===== src/rtl/ext_int_pkg.sv =====
// Shared types and sizing helpers for the external interrupt conditioner.
package ext_int_pkg;

    typedef enum logic [1:0] {
        IDLE     = 2'd0,
        FILTER   = 2'd1,
        ASSERTED = 2'd2,
        HOLDOFF  = 2'd3
    } ext_int_state_e;

    // Counter must reach the larger of the two limits without wrapping.
    function automatic int cnt_width(input int filter_cycles, input int holdoff_cycles);
        int max_cycles;
        max_cycles = (filter_cycles > holdoff_cycles) ? filter_cycles : holdoff_cycles;
        return $clog2(max_cycles + 1);
    endfunction

endpackage


===== src/rtl/ext_int_channel.sv =====
// One interrupt pin: 2-FF synchronizer, glitch filter, edge qualification,
// holdoff window and sticky overrun flag.
module ext_int_channel
    import ext_int_pkg::*;
#(
    parameter int FILTER_CYCLES  = 8,
    parameter int HOLDOFF_CYCLES = 256
) (
    input  logic clk,
    input  logic nreset,
    input  logic nint_i,
    input  logic enable_i,
    input  logic overrun_clr_i,
    output logic int_o,
    output logic level_o,
    output logic overrun_o
);

    localparam int CNT_W = cnt_width(FILTER_CYCLES, HOLDOFF_CYCLES);
    localparam logic [CNT_W-1:0] FILTER_LAST  = CNT_W'(FILTER_CYCLES - 1);
    localparam logic [CNT_W-1:0] HOLDOFF_LAST = CNT_W'(HOLDOFF_CYCLES - 1);
    localparam logic [CNT_W-1:0] CNT_ONE      = CNT_W'(1);
    localparam logic [CNT_W-1:0] CNT_ZERO     = CNT_W'(0);

    logic           s1_q;
    logic           s2_q;
    logic           s2_prev_q;
    ext_int_state_e state_q;
    logic [CNT_W-1:0] cnt_q;
    logic           int_q;
    logic           level_q;
    logic           overrun_q;

    // Synchronizer chain plus one extra stage for 1->0 transition detection.
    always_ff @(posedge clk or negedge nreset) begin
        if (!nreset) begin
            s1_q      <= 1'b1;
            s2_q      <= 1'b1;
            s2_prev_q <= 1'b1;
        end else begin
            s1_q      <= nint_i;
            s2_q      <= s1_q;
            s2_prev_q <= s2_q;
        end
    end

    // Channel FSM with registered pulse, level and overrun outputs.
    always_ff @(posedge clk or negedge nreset) begin
        if (!nreset) begin
            state_q   <= IDLE;
            cnt_q     <= CNT_ZERO;
            int_q     <= 1'b0;
            level_q   <= 1'b0;
            overrun_q <= 1'b0;
        end else begin
            int_q <= 1'b0;
            case (state_q)
                IDLE: begin
                    level_q <= 1'b0;
                    if (!s2_q) begin
                        state_q <= FILTER;
                        cnt_q   <= CNT_ZERO;
                    end else begin
                        state_q <= IDLE;
                    end
                end
                FILTER: begin
                    if (s2_q) begin
                        state_q <= IDLE;
                    end else if (cnt_q == FILTER_LAST) begin
                        state_q <= ASSERTED;
                        int_q   <= enable_i;
                        level_q <= 1'b1;
                    end else begin
                        cnt_q <= cnt_q + CNT_ONE;
                    end
                end
                ASSERTED: begin
                    if (s2_q) begin
                        state_q <= HOLDOFF;
                        cnt_q   <= CNT_ZERO;
                        level_q <= 1'b0;
                    end else begin
                        level_q <= 1'b1;
                    end
                end
                HOLDOFF: begin
                    if (cnt_q == HOLDOFF_LAST) begin
                        state_q <= IDLE;
                    end else begin
                        cnt_q <= cnt_q + CNT_ONE;
                    end
                end
                default: begin
                    state_q <= IDLE;
                    cnt_q   <= CNT_ZERO;
                    level_q <= 1'b0;
                end
            endcase

            // A fresh falling edge inside holdoff is dropped but remembered; set beats clear.
            if ((state_q == HOLDOFF) && s2_prev_q && !s2_q) begin
                overrun_q <= 1'b1;
            end else if (overrun_clr_i) begin
                overrun_q <= 1'b0;
            end else begin
                overrun_q <= overrun_q;
            end
        end
    end

    assign int_o     = int_q;
    assign level_o   = level_q;
    assign overrun_o = overrun_q;

endmodule


===== src/rtl/ext_int_controller.sv =====
// Conditions the active-low external interrupt pins into single-cycle CPU
// interrupt pulses; bit i of every bus belongs to pin nint(i+1).
module ext_int_controller
    import ext_int_pkg::*;
#(
    parameter int CHANNELS       = 4,
    parameter int FILTER_CYCLES  = 8,
    parameter int HOLDOFF_CYCLES = 256
) (
    input  logic                clk,
    input  logic                nreset,
    input  logic [CHANNELS-1:0] nint_in,
    input  logic [CHANNELS-1:0] enable,
    input  logic [CHANNELS-1:0] overrun_clr,
    output logic [CHANNELS-1:0] int_out,
    output logic [CHANNELS-1:0] level_out,
    output logic [CHANNELS-1:0] overrun
);

    for (genvar i = 0; i < CHANNELS; i++) begin : g_ch
        ext_int_channel #(
            .FILTER_CYCLES (FILTER_CYCLES),
            .HOLDOFF_CYCLES(HOLDOFF_CYCLES)
        ) u_ch (
            .clk          (clk),
            .nreset       (nreset),
            .nint_i       (nint_in[i]),
            .enable_i     (enable[i]),
            .overrun_clr_i(overrun_clr[i]),
            .int_o        (int_out[i]),
            .level_o      (level_out[i]),
            .overrun_o    (overrun[i])
        );
    end

endmodule


===== config.mk =====
export PLATFORM = sky130hd
export DESIGN_NAME = ext_int_controller
export DESIGN_NICKNAME = d
export VERILOG_FILES = /design/src/rtl/ext_int_pkg.sv /design/src/rtl/ext_int_channel.sv /design/src/rtl/ext_int_controller.sv
export SDC_FILE = /design/constraint.sdc
export NUM_CORES = 1
export LEC_CHECK = 0
export ABC_AREA = 0
export BUFFER_PORTS_ARGS = -buffer_cell sky130_fd_sc_hd__buf_2
export CAP_MARGIN = 20
export CORE_ASPECT_RATIO = 2
export CORE_UTILIZATION = 40
export DETAILED_ROUTE_END_ITERATION = 6
export SLEW_MARGIN = 15
export SYNTH_ARGS = -nofsm -noshare
export SYNTH_HDL_FRONTEND = slang
export SYNTH_HIERARCHICAL = 1
export SYNTH_SLANG_ARGS = --single-unit

===== constraint.sdc =====
create_clock -name clk -period 2.72 [get_ports clk]
set_input_delay 0.544 -clock clk [delete_from_list [all_inputs] [get_ports clk]]
set_output_delay 0.544 -clock clk [all_outputs]
set_load 0.02 [all_outputs]

==> results_dict.tcl <==
set metrics [dict create \
    tritoncts "yes" \
    synth_area_mm2 0.003978 \
    synthAdderAreaFrac_pct 7.550 \
    grt_overflow 0 \
    fillers 945 \
    drc 0 \
    hpwl_um 5968 \
    synthXorXnorAreaFrac_pct 0 \
    cts_buffers 9 \
    synth_mux_area_share_pct 5.788 \
    post-cts-setup-buffers 0 \
    leakage_nw 2.157 \
    drv_cap 0 \
    fmax_ghz 0.4282 \
    grt_max_degree 69 \
    cts_htree_levels 3 \
    syn_to_final_growth_pct 15.79 \
    synth_top_area_share_pct 35.23 \
    die_area_mm2 0.01037 \
    peakVddDrop_v 0.0003563 \
    core_mm2 0.009699 \
    path_class "flop to flop" \
    cts_sinks 68 \
    postSynthCellCount 386 \
    synth.area.top_cells "dfrtp_1, dfstp_2, ha_1" \
    max_slew_margin_pct 58.62 \
    worstPathRequired_ns 2.94 \
    ios 26 \
    tns_ns 0 \
    cp_cell_sequence "ha_1 -> and3_1 -> nand3_1 -> nor2_1 -> ha_1 -> nand2_1 -> nand3_1 -> a21o_4 -> mux2_4" \
    first_pass_iters 4 \
    worstPathArrival_ns 2.55 \
    async_reset_ff_share_pct 100.0 \
    status "complete, no violations" \
    routed_wirelength_um 8331 \
    ys_ff_latch 68 \
    clk_pin_slew_ns 0.06 \
    max-clock-path-buffers 2 \
    antenna_cells 0 \
    synthFlopType "dfrtp_1" \
    synthSimpleGateAreaFrac_pct 16.83 \
    hold_path_class "input port to asynchronous set/reset pin" \
    grt_first_pass_wirelength_um 14500 \
    reg2reg_slack_ns 0.38 \
    grt_pass1_vias 3135 \
    num_vias 3051 \
    r2r_cells 9 \
    insertion_delay_ns 0.34 \
    startpoint_type "flop" \
    critical_path.endpoint_type "flop" \
    grt_util_all_layers_pct 18.02 \
    layout_commonest_cell "dfrtp_1" \
    synth_warnings 6 \
    fin_total_pwr_mw 3.695 \
    syn_nets 424 \
    synth.distinct_cells 47 \
    layout-drive-gt1-share_pct 23.68 \
    finalSetupViolations 0 \
    first_iter_violations 186 \
    vias_per_cell 5.547 \
    place.gp.congestion 0.8835 \
    synth_top_cell_by_area "dfrtp_1" \
    synth_top_family_by_area "compound AO/OA/AOI/OAI gates" \
    slowest_delay_ns 0.41 \
    fin_nets 451 \
    slowest_stage "dfrtp_1" \
    worst_pin_slew_ns 0.6150 \
    yosysSeqAreaShare_pct 43.16 \
    clock_skew_ns 0.006041 \
    wire_per_inst_um 15.15 \
    num_rows 51 \
    hold_viol_final 0 \
    r2r_end "g_ch[3].u_ch/cnt_q[1]$_DFFE_PN0P_" \
    post-route-period-util_pct 85.86 \
    antenna_found_initial 0 \
    cts-hold-fix-buffers 0 \
    die_h_um 143.0 \
    fin_crit_ns 2.335 \
    start_util_pct 41.01 \
    rsz0062_at_grt "false" \
    crit_fanout 8 \
    die_w_um 72.51 \
    synth_compound_area_share_pct 21.67 \
    p_per_area_mw_per_mm2 802.2 \
    drv_slew 0 \
    r2r_start "g_ch[3].u_ch/cnt_q[0]$_DFFE_PN0P_" \
    final_cell_mix "dfrtp_1, o21ai_0, nor2_1" \
    ctsResizeCount 0 \
    cts_root_buffer "clkbuf_16" \
    postSynthAreaPerCell_um2 10.30 \
    synth_edf_count 0 \
    port_buffers 25 \
    ant_nets 0 \
]
[per-stage QoR]
stage               utilization [%]  setup slack (ns)  hold WS (ns)  instances  cell area, um2
floorplan                         -            0.5245        0.2484        386            3978
global placement              43.63            0.3660        0.3478        534            4232
detailed placement            43.63            0.3813        0.3506        534            4232
CTS                           47.48            0.3575        0.2391        550            4606
global route                  47.48            0.2332        0.2561        550            4606
finish                        47.48            0.3846        0.2186        550            4606
[cells by family (layout without fill, tap and decap cells)]
logic type      Yosys count  count (layout)
simple gates            120             120
fa+ha+maj                24              24
buf+inv                  43              75
flops                    68              68
compound gates          113             113
mux                      18              18
[flip-flops by register name (all words and copies together), names as in the netlist, named ones only]
name,flops
g_ch.u_ch/s2_prev_q,4
g_ch.u_ch/s2_q,4
g_ch.u_ch/level_o,4
g_ch.u_ch/int_o,4
g_ch.u_ch/state_q,4
g_ch.u_ch/s1_q,4
g_ch.u_ch/overrun_o,4
g_ch.u_ch/cnt_q,36
[worst max-delay path, delay by kind of cell, from the launching register on]
kind / cells / cell delay [ns]
simple gates: 5 / 0.68
fa+ha+maj: 2 / 0.49
flops: 1 / 0.41
compound gates: 1 / 0.33
mux: 1 / 0.31
[final cells by class]
cell class | count | area, um2 | area share, %
clock inverters | 6 | 135.1 | 2.934
flip-flops and latches | 68 | 1717 | 37.27
clock buffers | 10 | 239.0 | 5.189
well taps | 132 | 165.2 | 3.586
repair buffers | 31 | 182.7 | 3.966
inverters | 28 | 105.1 | 2.282
multi-input cells | 275 | 2062 | 44.77
[routing by layer]
| metal | wire length (um) | global-route usage [%] | share of wire, % | up-vias |
|---|---|---|---|---|
| met5 | 0 | 0 | 0 | - |
| met4 | 277 | 10.01 | 3.3 | 0 |
| met3 | 196 | 3.246 | 2.4 | 25 |
| met2 | 4527 | 32.56 | 54 | 56 |
| met1 | 3329 | 19.18 | 40 | 1505 |
| li1 | - | - | - | 1465 |
[cell usage after synthesis (3+ instances only)]
cell / instances
a211o_1: 6
a211oi_1: 3
a21o_4: 3
a21oi_1: 13
a22o_1: 6
a31oi_1: 4
a41oi_1: 4
and2_1: 4
and3_1: 9
and3_2: 3
and4_1: 3
buf_2: 6
buf_6: 3
clkbuf_2: 3
dfrtp_1: 56
dfstp_2: 12
ha_1: 24
inv_1: 28
mux2_2: 4
mux2_4: 9
mux2i_1: 5
nand2_1: 13
nand2b_1: 6
nand3_1: 12
nand3b_1: 3
nand4_1: 7
nor2_1: 39
nor2b_1: 12
nor4_2: 3
o211ai_1: 5
o21a_1: 4
o21ai_0: 41
o31ai_1: 4
o41ai_1: 4
o41ai_2: 12
[worst max path at each step]
| stage | depth (start not counted) | to | from |
|---|---|---|---|
| after global placement | 9 | g_ch[3].u_ch/cnt_q[8]$_DFFE_PN0P_ | g_ch[3].u_ch/cnt_q[0]$_DFFE_PN0P_ |
| after detailed placement | 9 | g_ch[3].u_ch/cnt_q[0]$_DFFE_PN0P_ | g_ch[3].u_ch/cnt_q[0]$_DFFE_PN0P_ |
| final | 9 | g_ch[3].u_ch/cnt_q[1]$_DFFE_PN0P_ | g_ch[3].u_ch/cnt_q[0]$_DFFE_PN0P_ |
| after CTS | 9 | g_ch[3].u_ch/cnt_q[1]$_DFFE_PN0P_ | g_ch[3].u_ch/cnt_q[0]$_DFFE_PN0P_ |
| after floorplan | 10 | g_ch[0].u_ch/cnt_q[7]$_DFFE_PN0P_ | g_ch[0].u_ch/cnt_q[0]$_DFFE_PN0P_ |
| after global routing | 9 | g_ch[3].u_ch/cnt_q[0]$_DFFE_PN0P_ | g_ch[3].u_ch/cnt_q[0]$_DFFE_PN0P_ |
[where the power goes]
group	leakage, nW	switching [mW]	total (mW)	internal, mW
clock network	0.175	0.447	1.46	1.01
logic	1.09	0.580	1.01	0.430
registers	0.892	0.104	1.23	1.12
total	2.16	1.13	3.69	2.56
Note: power is estimated with default switching activity, not from simulation.
